$ cat src/rtl/core_ldst_misc_exec.sv
// Execution unit for LDRH/STRH/LDRSB/LDRSH. It forms the effective address, issues one
// word-aligned bus transaction with byte lanes, and returns the Rd and Rn register writes.
module core_ldst_misc_exec (
  input  logic        clk,
  input  logic        rst,
  input  logic        start,
  output logic        ready,
  input  logic        load,
  input  logic        size_half,
  input  logic        sign_extend,
  input  logic        increment,
  input  logic        pre_indexed,
  input  logic        writeback,
  input  logic [3:0]  rn,
  input  logic [3:0]  rd,
  input  logic [31:0] rn_value,
  input  logic [31:0] rd_value,
  input  logic [31:0] offset,
  output logic        bus_start,
  output logic        bus_write,
  output logic [29:0] bus_addr,
  output logic [3:0]  bus_byteen,
  output logic [31:0] bus_data_wr,
  input  logic [31:0] bus_data_rd,
  input  logic        bus_ready,
  output logic        rd_wr_en,
  output logic [3:0]  rd_wr_num,
  output logic [31:0] rd_wr_value,
  output logic        rn_wr_en,
  output logic [3:0]  rn_wr_num,
  output logic [31:0] rn_wr_value,
  output logic        done,
  output logic        fault
);

  typedef enum logic [1:0] {IDLE, ISSUE, WAIT, FINISH} state_t;
  state_t state, state_nx;

  logic [31:0] sum_c, ea_c;
  logic        misalign_c;

  logic        load_q, half_q, sext_q, base_upd_q, fault_q;
  logic [3:0]  rn_q, rd_q;
  logic [31:0] rd_value_q, ea_q, sum_q, data_q;

  assign sum_c      = increment ? (rn_value + offset) : (rn_value - offset);
  assign ea_c       = pre_indexed ? sum_c : rn_value;
  assign misalign_c = size_half & ea_c[0];

  always_ff @(posedge clk) begin
    if (rst) begin
      state      <= IDLE;
      load_q     <= 1'b0;
      half_q     <= 1'b0;
      sext_q     <= 1'b0;
      base_upd_q <= 1'b0;
      fault_q    <= 1'b0;
      rn_q       <= 4'd0;
      rd_q       <= 4'd0;
      rd_value_q <= 32'd0;
      ea_q       <= 32'd0;
      sum_q      <= 32'd0;
      data_q     <= 32'd0;
    end else begin
      state <= state_nx;
      if (state == IDLE && start) begin
        load_q     <= load;
        half_q     <= size_half;
        sext_q     <= sign_extend;
        base_upd_q <= writeback | ~pre_indexed;
        fault_q    <= misalign_c;
        rn_q       <= rn;
        rd_q       <= rd;
        rd_value_q <= rd_value;
        ea_q       <= ea_c;
        sum_q      <= sum_c;
      end
      if ((state == ISSUE || state == WAIT) && bus_ready) data_q <= bus_data_rd;
    end
  end

  always_comb begin
    state_nx = state;
    case (state)
      IDLE:    if (start) state_nx = misalign_c ? FINISH : ISSUE;
      ISSUE:   state_nx = bus_ready ? FINISH : WAIT;
      WAIT:    if (bus_ready) state_nx = FINISH;
      FINISH:  state_nx = IDLE;
      default: state_nx = IDLE;
    endcase
  end

  // Lane selection for loads, using the low address bits captured at start.
  logic [7:0]  byte_sel;
  logic [15:0] half_sel;
  logic [31:0] ld_value;

  always_comb begin
    byte_sel = data_q[7:0];
    case (ea_q[1:0])
      2'd1:    byte_sel = data_q[15:8];
      2'd2:    byte_sel = data_q[23:16];
      2'd3:    byte_sel = data_q[31:24];
      default: byte_sel = data_q[7:0];
    endcase
    half_sel = ea_q[1] ? data_q[31:16] : data_q[15:0];
    if (half_q) ld_value = {{16{sext_q & half_sel[15]}}, half_sel};
    else        ld_value = {{24{sext_q & byte_sel[7]}}, byte_sel};
  end

  logic on_bus, fin;
  assign on_bus = (state == ISSUE) || (state == WAIT);
  assign fin    = (state == FINISH);

  assign ready       = (state == IDLE);
  assign bus_start   = (state == ISSUE);
  assign bus_write   = on_bus & ~load_q;
  assign bus_addr    = on_bus ? ea_q[31:2] : 30'd0;
  assign bus_byteen  = ~on_bus ? 4'b0000 :
                       half_q ? (ea_q[1] ? 4'b1100 : 4'b0011) : (4'b0001 << ea_q[1:0]);
  assign bus_data_wr = (on_bus & ~load_q) ?
                       (half_q ? {2{rd_value_q[15:0]}} : {4{rd_value_q[7:0]}}) : 32'd0;

  // The loaded value takes priority over the base update when both target one register.
  assign done        = fin;
  assign fault       = fin & fault_q;
  assign rd_wr_en    = fin & ~fault_q & load_q;
  assign rd_wr_num   = rd_wr_en ? rd_q : 4'd0;
  assign rd_wr_value = rd_wr_en ? ld_value : 32'd0;
  assign rn_wr_en    = fin & ~fault_q & base_upd_q & ~(load_q && rn_q == rd_q);
  assign rn_wr_num   = rn_wr_en ? rn_q : 4'd0;
  assign rn_wr_value = rn_wr_en ? sum_q : 32'd0;

endmodule
$ cat config.mk
export PLATFORM = sky130hd
export DESIGN_NAME = core_ldst_misc_exec
export DESIGN_NICKNAME = d
export VERILOG_FILES = /design/src/rtl/core_ldst_misc_exec.sv
export SDC_FILE = /design/constraint.sdc
export NUM_CORES = 1
export LEC_CHECK = 0
export ABC_AREA = 1
export ABC_CLOCK_PERIOD_IN_PS = 3000
export BUFFER_PORTS_ARGS = -buffer_cell sky130_fd_sc_hd__buf_2
export CAP_MARGIN = 20
export CORE_ASPECT_RATIO = 0.5
export CORE_MARGIN = 10
export CORE_UTILIZATION = 42
export DETAILED_ROUTE_END_ITERATION = 10
export GPL_TIMING_DRIVEN = 0
export PLACE_DENSITY = 0.78
export SETUP_SLACK_MARGIN = 0.02
export SLEW_MARGIN = 5
export SYNTH_ARGS = -nofsm -noshare
export SYNTH_HDL_FRONTEND = slang
export SYNTH_SLANG_ARGS = --single-unit
$ cat constraint.sdc
create_clock -name clk -period 3 [get_ports clk]
set_input_delay 0.3 -clock clk [delete_from_list [all_inputs] [get_ports clk]]
set_output_delay 0.3 -clock clk [all_outputs]
set_load 0.01 [all_outputs]
==> results of run 1 <==
## cell type report
class,instances,area [µm²]
Fill cell,2303,9988
Multi-Input combinational cell,1101,5718
Sequential cell,127,2542
Timing Repair Buffer,277,1396
Inverter,263,988.4
Buffer,93,476.7
Clock buffer,18,439.2
Tap cell,300,375.4
Clock inverter,13,128.9
Antenna cell,3,7.507
## sequential cells by signal (all words and copies together) (netlist names)
signal and flops:
half_q 1, sum_q 32, rd_q 4, state 2
ea_q 32, fault_q 1, rn_q 4, base_upd_q 1
data_q 32, sext_q 1, rd_value_q 16, load_q 1
## power by group through the flow
| stage | clock [mW] | combinational, mW | sequential [mW] |
|---|---|---|---|
| after CTS | 2.00 | 3.90 | 2.59 |
| after global placement | 0 | 3.81 | 2.61 |
| after floorplan | 0 | 2.64 | 2.51 |
| after global routing | 2.08 | 4.44 | 2.66 |
| after detailed placement | 0 | 3.87 | 2.62 |
| final | 1.97 | 3.98 | 2.60 |
## synth_stat cells, drive strengths merged, types with 2 or more instances
master   count  area (µm²)
nor3        10       70.07
a41oi        7       61.31
and2         2       12.51
a31oi        2       12.51
xor2        28       245.2
a211oi       7       52.55
o21bai       2       15.01
dfxtp      127        2542
nand3       88       460.4
xnor2       17       148.9
nor2       264        1036
inv        260       975.9
nor4         3       18.77
ha          43       538.0
o2111ai      2       23.77
o211ai      22       165.2
buf         43       287.8
and3         2       12.51
or2          2       12.51
o22ai       10       62.56
a21oi      103       526.8
nand2      357        1380
o21ai      105       529.3
o221ai       7       61.31
nand4       10       62.56
clkinv       3       11.26
clkbuf      50       187.7
## per-stage QoR
| step | instance area [µm²] | total power [mW] | hold slack, ps | cells | utilization, % |
|---|---|---|---|---|---|
| 6_report | 12070 | 8.554 | 136.8 | 2195 | 54.72 |
| 5_1_grt | 12070 | 9.183 | 138.1 | 2195 | 54.72 |
| 4_1_cts | 11940 | 8.484 | 121.7 | 2189 | 54.14 |
| 2_1_floorplan | 9604 | 5.158 | 430.0 | 1584 | - |
| 3_3_place_gp | 11350 | 6.414 | 442.7 | 2157 | 51.43 |
| 3_5_place_dp | 11360 | 6.486 | 449.6 | 2158 | 51.49 |
## kinds of logic after synthesis
family	synth area share (%)
buffers and inverters	15.23
DFF	26.47
and+or+nand+nor	32.06
muxes	0.1042
adders and majority gates	5.810
xor gates and xnor gates	4.104
AOI/OAI and AO/OA	16.22
## timing repair
item	CTS	global route
pin swaps	0	7
gates resized for setup	4	27
setup buffers	0	3
setup endpoints to repair	5	35
hold endpoints to repair	0	0
## worst min-delay path, delay by kind of cell
family / cells / cell delay (ps)
simple gates: 2 / 130
buf+inv: 1 / 80
## worst paths after layout
| kind | start | endpoint | slack, ps | cells after the start |
|---|---|---|---|---|
| max reg2reg | state[0] | ea_q[24] | 760 | 7 |
| max | offset[0] | ea_q[31] | 150 | 19 |
| min reg2reg | sum_q[0] | sum_q[0] | 460 | 2 |
| min | writeback | base_upd_q | 140 | 3 |
## per-layer routing
layer / routed length, µm / up-vias / track usage [%]
met5: 0 / - / 0
met3: 2337 / 65 / 3.160
met2: 16850 / 404 / 38.12
li1: - / 5551 / -
met1: 15390 / 4884 / 29.16
met4: 1052 / 0 / 8.789
==> impl_results.md, run 1 <==
* DRT antenna net count at 0
* Final worst slack at 152.8 ps
* CP Max Fanout at 4
* RSZ-0062 raised after global routing: true
* Final Setup Violations at 0
* Register area share after synthesis at 26.47%
* Worst vdd ir at 0.4366 mV
* Clk root buf: clkbuf_16
* Mean routed wirelength per cell at 16.23 µm
* Largest net degree at the start of global routing at 17
* Worst-path clk slew at 60 ps
* Commonest non-fill, non-tap cell in the layout: nand2_1
* DR vias at 10900
* Via density at 4.968
* Delay-heaviest family, CP: simple AND/OR/NAND/NOR gates
* Worst slack, placed at -596.9 ps
* Synthesized flop and latch total at around 130
* Initial antenna violation count at 3
* Max-Cap Viols at 0
* P_sw at roughly 3.8 mW
* Sequential group share of total power at 30.4%
* Worst-Skew Late Latency at 410 ps
* Syn_nets at 1774
* Fmax at 351.2 MHz
* Synth warn at 0
* Worst EP required at 3270 ps
* Rows at 38
* Clk pwr share at 23.0%
* Fin Setup TNS at 0 ps
* Post-Syn Area per Cell at around 6.1 µm²
* Clk sinks at 127
* Internal at 4.752 mW
* Worst path buffer plus inverter count at 2
* Crit. End Element: flip-flop
* DP HPWL at 29.76 mm
* Die Ht at around 130 µm
* Startpoint type of the worst setup path: input port
* Mapped Area at 9604 µm²
* # IOs at about 290
* Netlist cell types at 47
* Critical path's slowest cell: ha_1
* DRC violations left at 0
* Run status: complete, no violations
* GRT Residual Overflow at 0
* Layout area overhead at 25.70%
* Power per Cell Area at 708.5 nW/µm²
* Initial core utilization at 43.53%
* H-tree depth at 4
* Worst rel slew slack at 54.59%
* GRT Util Overall at 22.77%
* Leading cell types in the layout, fill and taps excluded: nand2_1 (338), buf_2 (281), inv_1 (256), nor2_1 (247), dfxtp_1 (127)
* Worst-Margin Slew at 681.2 ps
* CP cell instances: buf_2 > inv_1 > ha_1 > nand2_2 > nor4_4 > nand4_1 > nor3_2 > xor2_1 > a21oi_2 > ha_1 > a21o_1 > nor2_1 > nand2_1 > a21oi_2 > nand2_1 > nand2_1 > nand3_1 > nand2_1 > a21oi_2
* Nets at approximately 2100
* Crit-path max cell delay at 340 ps
* CP Class: input port to flip-flop
* Layout cells sized above 1 at between 20 and 25%
* CTS Buf Count at 17
* DRT iter0 DRCs at between 900 and 1000
* Die ar. at 29680 µm²
* Async SR Flop Fraction at 0%
* GPL Wtd Cong at 0.9741
* CTS Buffer Depth at 2
* Port bufs at 273
* Crit path DAT at approximately 3100 ps
* DRT Wirelength at 35.63 mm
* Sw Share at 44.44%
* Die width at 233.9 µm
* Final Cycle Share at 94.91%
* EDFF count, synth at 0
* Logic pwr share at 46.5%
* Syn Inst Count at 1584
* Worst path most repeated cell: nand2_1
* Final Hold Viols at 0
* Synth Flop Type: dfxtp_1
* CTS tree: yes
* CTS hold repair buffers at 0
* Setup Skew at approximately 10 ps
* Worst hold path class: input port to flip-flop
* Vias in the first global route at 10020
* Period minus WS final at 2847 ps
* First-pass GRT wire length at roughly 54 mm
* CORE AREA at 22060 µm²
* Pre-Repair DR Iteration Count at 6
* LEAKAGE at 6.572 nW
* Final slew viol count at 0
Note: power is estimated with default switching activity, not from simulation.
==> run 2, diff against run 1 <==
--- a/config.mk
+++ b/config.mk
@@ -7,14 +7,14 @@
 export LEC_CHECK = 0
 export ABC_AREA = 1
 export ABC_CLOCK_PERIOD_IN_PS = 3000
-export BUFFER_PORTS_ARGS = -buffer_cell sky130_fd_sc_hd__buf_2
 export CAP_MARGIN = 20
 export CORE_ASPECT_RATIO = 0.5
 export CORE_MARGIN = 10
 export CORE_UTILIZATION = 42
 export DETAILED_ROUTE_END_ITERATION = 10
+export DONT_BUFFER_PORTS = 1
 export GPL_TIMING_DRIVEN = 0
-export PLACE_DENSITY = 0.78
+export PLACE_DENSITY = 0.67
 export SETUP_SLACK_MARGIN = 0.02
 export SLEW_MARGIN = 5
 export SYNTH_ARGS = -nofsm -noshare
==> run 2 against run 1 <==
Sequential cell count stayed put. Sequential share of layout area is 2.7 points higher. Final area is 11% lower. Via count is 10% lower. Fmax is 0.87% higher. Setup slack better by 24 ps. Die area stayed put. Clock power is 13% higher. Critical endpoint is now bus_data_wr[26].
==> impl_results.md, run 2 (synthesis results as in run 1) <==
* Delay-heaviest family, CP: buffers and inverters
* DP HPWL at 29.32 mm (-1.5%)
* CP cell instances: inv_1 > ha_1 > buf_2 > inv_1 > nor2_4 > clkinv_2 > a211oi_2 > buf_4
* Fmax at 354.3 MHz (+0.87%)
* Register area at 2542 µm² (unchanged)
* Logic pwr share at 42.8% (-3.7 points)
* Final non-filler cell total at 1919 (-13%)
* Worst rel slew slack at 52.69% (-1.9 points)
* Critical path's slowest cell: dfxtp_1
* Die Ht at 126.9 µm (unchanged)
* Final slew viol count at 0 (unchanged)
* LEAKAGE at 5.279 nW (-20%)
* Mean routed wirelength per cell at 18.33 µm (+13%)
* CTS tree: yes
* Power per Cell Area at 790.7 nW/µm² (+12%)
* Final Setup Violations at 0 (unchanged)
* Layout cells sized above 1 at 8.344% (-14 points)
* Crit. End Element: output pin
* H-tree depth at 4 (unchanged)
* Sw Share at 43.49% (-0.95 points)
* Crit path DAT at 2520 ps (-600 ps)
* GRT Util Overall at 22.72% (-0.051 points)
* Worst vdd ir at 0.4936 mV (+13%)
* DR vias at 9800 (-10%)
* CTS Buffer Depth at 2 (unchanged)
* Post-Place Cells at 1885 (-13%)
* Die width at 233.9 µm (unchanged)
* # IOs at 291 (unchanged)
* Worst path buffer plus inverter count at 5 (+3)
* DRT antenna net count at 0 (unchanged)
* Nets at 1795 (-13%)
* Clk pwr share at 26.4% (+3.4 points)
* Worst EP required at 2700 ps (-570 ps)
* Final Hold Viols at 0 (unchanged)
* DRT iter0 DRCs at 904 (-7.3%)
* Port bufs at 0 (-100%)
* CP Max Fanout at 10 (+6)
* GRT Residual Overflow at 0 (unchanged)
* DRT Wirelength at 35.18 mm (-1.3%)
* CTS hold repair buffers at 0 (unchanged)
* Worst-path clk slew at 60 ps (about the same)
* Layout area overhead at 11.48%
* Final Cycle Share at 94.09% (-0.82 points)
* P_sw at 3.682 mW (-3.1%)
* Worst hold path class: input port to flip-flop
* Crit-path max cell delay at 410 ps (+70 ps)
* Die ar. at 29680 µm² (unchanged)
* CTS Buf Count at 17 (unchanged)
* Commonest non-fill, non-tap cell in the layout: nand2_1
* Max-Cap Viols at 0 (unchanged)
* Rows at 38 (unchanged)
* Clk root buf: clkbuf_16
* Worst-Skew Late Latency at 420 ps (about the same)
* Initial core utilization at 43.53% (unchanged)
* Leading cell types in the layout, fill and taps excluded: nand2_1 (341), inv_1 (256), nor2_1 (250), dfxtp_1 (127), o21ai_0 (103)
* Setup Skew at 7.321 ps (-3.010 ps)
* Startpoint type of the worst setup path: flip-flop
* Vias in the first global route at 9086 (-9.3%)
* CP Class: flip-flop to output pin
* Fill count at 2374 (+3.1%)
* Sequential group share of total power at 30.8% (+0.4 points)
* Pre-Repair DR Iteration Count at 5 (-1)
* GPL Wtd Cong at 0.9266 (-4.9%)
* Run status: complete, no violations
* Via density at 5.107 (+2.8%)
* RSZ-0062 raised after global routing: false
* Overall power at 8.465 mW (-1.0%)
* Worst-Margin Slew at 709.6 ps (+28.44 ps)
* DRC violations left at 0 (unchanged)
* Initial antenna violation count at 1 (-2)
* Largest registers: data_q (32), ea_q (32), sum_q (32)
* Period minus WS final at 2823 ps (-24.45 ps)
* Internal at 4.783 mW (+0.65%)
* Largest net degree at the start of global routing at 17 (unchanged)
* First-pass GRT wire length at 52.95 mm (-1.6%)
* CORE AREA at 22060 µm² (unchanged)
* Multi-input gate area at 5669 µm² (-0.85%)
* Worst path most repeated cell: inv_1
* Clk sinks at 127 (unchanged)
==> run 2: power by group through the flow <==
stage / combinational [mW] / sequential, mW / clock [mW]
detailed placement: 3.53 / 2.62 / 0
CTS: 3.57 / 2.59 / 2.25
global route: 4.07 / 2.67 / 2.32
floorplan: 2.64 / 2.51 / 0
global placement: 3.51 / 2.61 / 0
finish: 3.63 / 2.61 / 2.23
==> run 2: area by class of cell <==
class | instances | share of cell area [%]
Sequential cell | 127 | 23.75
Clock inverter | 13 | 1.718
Antenna cell | 1 | 0.02337
Tap cell | 300 | 3.506
Inverter | 263 | 9.232
Multi-Input combinational cell | 1101 | 52.95
Clock buffer | 19 | 4.230
Timing Repair Buffer | 2 | 0.1402
Buffer | 93 | 4.453
==> run 2: routing by layer <==
| layer | part of all wire, % | vias to the layer above | GRT usage [%] |
|---|---|---|---|
| li1 | - | 5006 | - |
| met4 | 1.9 | 0 | 6.450 |
| met3 | 7.9 | 38 | 4.873 |
| met5 | 0 | - | 0 |
| met2 | 46 | 322 | 37.33 |
| met1 | 44 | 4434 | 29.45 |
==> run 2: worst paths after layout <==
| check | startpoint | to | slack (ps) | depth (start not counted) |
|---|---|---|---|---|
| worst max-delay path | state[0] | bus_data_wr[26] | 180 | 8 |
| worst min-delay path | writeback | base_upd_q | 30 | 2 |
| worst max register to register | state[1] | sum_q[21] | 700 | 8 |
| worst min register to register | sum_q[1] | sum_q[1] | 450 | 2 |
==> run 2: timing repair <==
action	CTS	global route
gates resized for setup	4	11
buffers inserted	0	1
pin swaps	0	3
setup endpoints to repair	17	55
==> run 2: metrics by stage <==
step / area, µm² / hold slack [ps] / setup TNS [ps] / setup slack, ps / utilization, %
floorplan: 9604 / 430.0 / 0 / 29.23 / -
global placement: 9980 / 445.3 / -16680 / -821.3 / 45.24
detailed placement: 9993 / 451.2 / -4582 / -332.1 / 45.30
CTS: 10650 / 20.85 / 0 / 58.60 / 48.28
global route: 10710 / 46.29 / 0 / 0.2855 / 48.53
finish: 10710 / 34.44 / 0 / 177.2 / 48.53
==> run 3, diff against run 2 <==
--- a/config.mk
+++ b/config.mk
@@ -6,7 +6,7 @@
 export NUM_CORES = 1
 export LEC_CHECK = 0
 export ABC_AREA = 1
-export ABC_CLOCK_PERIOD_IN_PS = 3000
+export ABC_CLOCK_PERIOD_IN_PS = 2800
 export CAP_MARGIN = 20
 export CORE_ASPECT_RATIO = 0.5
 export CORE_MARGIN = 10
@@ -14,7 +14,7 @@
 export DETAILED_ROUTE_END_ITERATION = 10
 export DONT_BUFFER_PORTS = 1
 export GPL_TIMING_DRIVEN = 0
-export PLACE_DENSITY = 0.67
+export RECOVER_POWER = 50
 export SETUP_SLACK_MARGIN = 0.02
 export SLEW_MARGIN = 5
 export SYNTH_ARGS = -nofsm -noshare
==> constraint.sdc (replaced) <==
create_clock -name clk -period 2.8 [get_ports clk]
set_input_delay 0.28 -clock clk [delete_from_list [all_inputs] [get_ports clk]]
set_output_delay 0.28 -clock clk [all_outputs]
set_load 0.01 [all_outputs]
==> run 3 against run 2 <==
Count of clock-buffer cells in the layout increased by 3. Final area is 1.2% higher. Sequential share of layout area decreased by 0.26 points. Largest cell class unchanged. Critical path type unchanged. Combinational power rose by 14%. Cell count hardly changed. Largest power group unchanged.
==> impl_results.md, run 3 (synthesis results as in run 1) <==
* Run status: complete, no violations
* Port bufs at 0 (unchanged)
* Final Setup Violations at 0 (unchanged)
* Reg-to-reg endpoint: sum_q[21]
* Die width at 233.9 µm (unchanged)
* Worst-Skew Late Latency at 420 ps (about the same)
* Clk sinks at 127 (unchanged)
* Post-Place Cells at 1885 (unchanged)
* GRT Residual Overflow at 0 (unchanged)
* Fill count at 2342 (-1.3%)
* Worst-Margin Slew at 805.8 ps (+96.21 ps)
* H-tree depth at 4 (unchanged)
* Worst hold path class: input port to flip-flop
* Commonest non-fill, non-tap cell in the layout: nand2_1
* Startpoint type of the worst setup path: flip-flop
* ANT cells at 0 (-1)
* Worst Hold End: rd_value_q[10]
* Layout area overhead at 12.78%
* Nets at 1800 (+0.28%)
* Layout cells sized above 1 at 10.31% (+2.0 points)
* Initial core utilization at 43.53% (unchanged)
* LEAKAGE at 5.278 nW (about the same)
* Setup crit start: state[1]
* Initial antenna violation count at 0 (-1)
* DRC violations left at 0 (unchanged)
* Largest registers: data_q (32), ea_q (32), sum_q (32)
* Period minus WS final at 2683 ps
* CORE AREA at 22060 µm² (unchanged)
* Rows at 38 (unchanged)
* CTS Buf Count at 17 (unchanged)
* DR vias at 10190 (+3.9%)
* Crit. End Element: output pin
* CTS tree: yes
* # IOs at 291 (unchanged)
* Fin Setup TNS at 0 ps (unchanged)
* Cell count of the worst reg-to-reg path at 8 (unchanged)
* Via density at 5.305 (+3.9%)
* CP Class: flip-flop to output pin
* GRT Util Overall at 23.79% (+1.1 points)
* Crit path DAT at 2400 ps (-120 ps)
* DRT antenna net count at 0 (unchanged)
* Final slew viol count at 0 (unchanged)
* GPL Wtd Cong at 0.9670 (+4.4%)
* Leading cell types in the layout, fill and taps excluded: nand2_1 (337), inv_1 (253), nor2_1 (242), dfxtp_1 (126), o21ai_0 (100)
* Max-Cap Viols at 0 (unchanged)
* Final Hold Viols at 0 (unchanged)
* First-pass GRT wire length at 55.10 mm (+4.1%)
* Worst EP required at 2520 ps (-180 ps)
* Worst-path clk slew at 60 ps (about the same)
* Worst rel slew slack at 46.28% (-6.4 points)
* Worst hold path depth at 2 (unchanged)
* RR Startpoint: state[1]
* CP Max Fanout at 6 (-4)
* DRT Wirelength at 37.42 mm (+6.4%)
* Hold path start: rd_value[10]
* Clk root buf: clkbuf_16
* Mean routed wirelength per cell at 19.49 µm (+6.3%)
* Setup Skew at 9.547 ps (+2.226 ps)
* CTS Buffer Depth at 2 (unchanged)
* Largest net degree at the start of global routing at 17 (unchanged)
* Die Ht at 126.9 µm (unchanged)
* Fmax at between 300 and 400 MHz
* Vias in the first global route at 9504 (+4.6%)
* Final non-filler cell total at 1920 (+0.052%)
* DRT iter0 DRCs at 1038 (+15%)
* R2R setup slack at 310 ps (-390 ps)
* RSZ-0062 raised after global routing: true
* CTS hold repair buffers at 0 (unchanged)
* Power per Cell Area at 848.1 nW/µm² (+7.3%)
* Worst vdd ir at 0.3874 mV (-22%)
* Die ar. at 29680 µm² (unchanged)
* Pre-Repair DR Iteration Count at 5 (unchanged)
* DP HPWL at 30.90 mm (+5.4%)
* Final Cycle Share at 95.82%
## run 3: changes by cell type in the layout (fill, tap and decap cells not counted), sizes merged
cell      before  now
bufinv         4    3
nor2         264  265
buf           45   43
inv          262  259
diode          1    0
clkbuf        69   77
clkinvlp       3    2
## run 3: report_power, final
group / internal (mW) / total, mW / leakage, nW / switching [mW]
logic: 1.24 / 4.14 / 3.95 / 2.91
registers: 2.42 / 2.80 / 1.05 / 0.384
clock network: 1.43 / 2.24 / 0.282 / 0.812
## run 3: stage by stage
| stage | util [%] | total power [mW] | worst slack [ps] | hold WS [ps] | instance area, µm² |
|---|---|---|---|---|---|
| after floorplan | - | 5.530 | 245.4 | 422.1 | 9610 |
| after global placement | 45.26 | 6.601 | -549.4 | 441.5 | 9986 |
| after detailed placement | 45.30 | 6.678 | -557.5 | 449.0 | 9993 |
| after CTS | 48.29 | 9.003 | -7.678 | 22.20 | 10650 |
| after global routing | 49.10 | 9.769 | -16.36 | 41.88 | 10830 |
| final | 49.10 | 9.186 | 117.2 | 26.44 | 10830 |
## run 3: routing by layer
| layer | GRT usage, % | up-vias | wire, µm |
|---|---|---|---|
| met5 | 0 | - | 0 |
| li1 | - | 5019 | - |
| met3 | 4.940 | 40 | 3189 |
| met4 | 5.998 | 0 | 593 |
| met1 | 31.80 | 4741 | 16730 |
| met2 | 38.33 | 385 | 16910 |
## run 3: repair_timing
action,4_1_cts,5_1_grt
setup buffers,0,4
cloned,0,2
resized for setup,17,45
endpoints found under the hold margin,0,0
endpoints found under the setup margin,43,78
pin swaps,0,9
## run 3: worst max path at each step
stage	cells after the start	end	slack [ps]
finish	8	bus_data_wr[26]	120
global placement	18	ea_q[31]	-550
CTS	8	bus_data_wr[24]	-8
detailed placement	18	ea_q[31]	-560
floorplan	18	ea_q[31]	250
global route	22	ea_q[28]	-20
## run 3: layout make-up
cell class	count	area, µm²	area share (%)
buffer	93	479.2	4.424
clock buffer	22	464.2	4.286
clock inverter	7	112.6	1.040
inverter	263	996.0	9.195
multi-input combinational	1102	5822	53.75
sequential	127	2544	23.48
tap	300	375.4	3.465
timing repair buffer	5	33.78	0.3119
timing repair inverter	1	5.005	0.04621
## run 3: worst max-delay path, stage by stage, from the launching register on
cell and delay (ps):
dfxtp_1 360, inv_1 100, ha_1 280, clkbuf_4 190, clkinvlp_4 140, nor2_4 250, clkinv_2 200, a211oi_4 280
buf_4 190
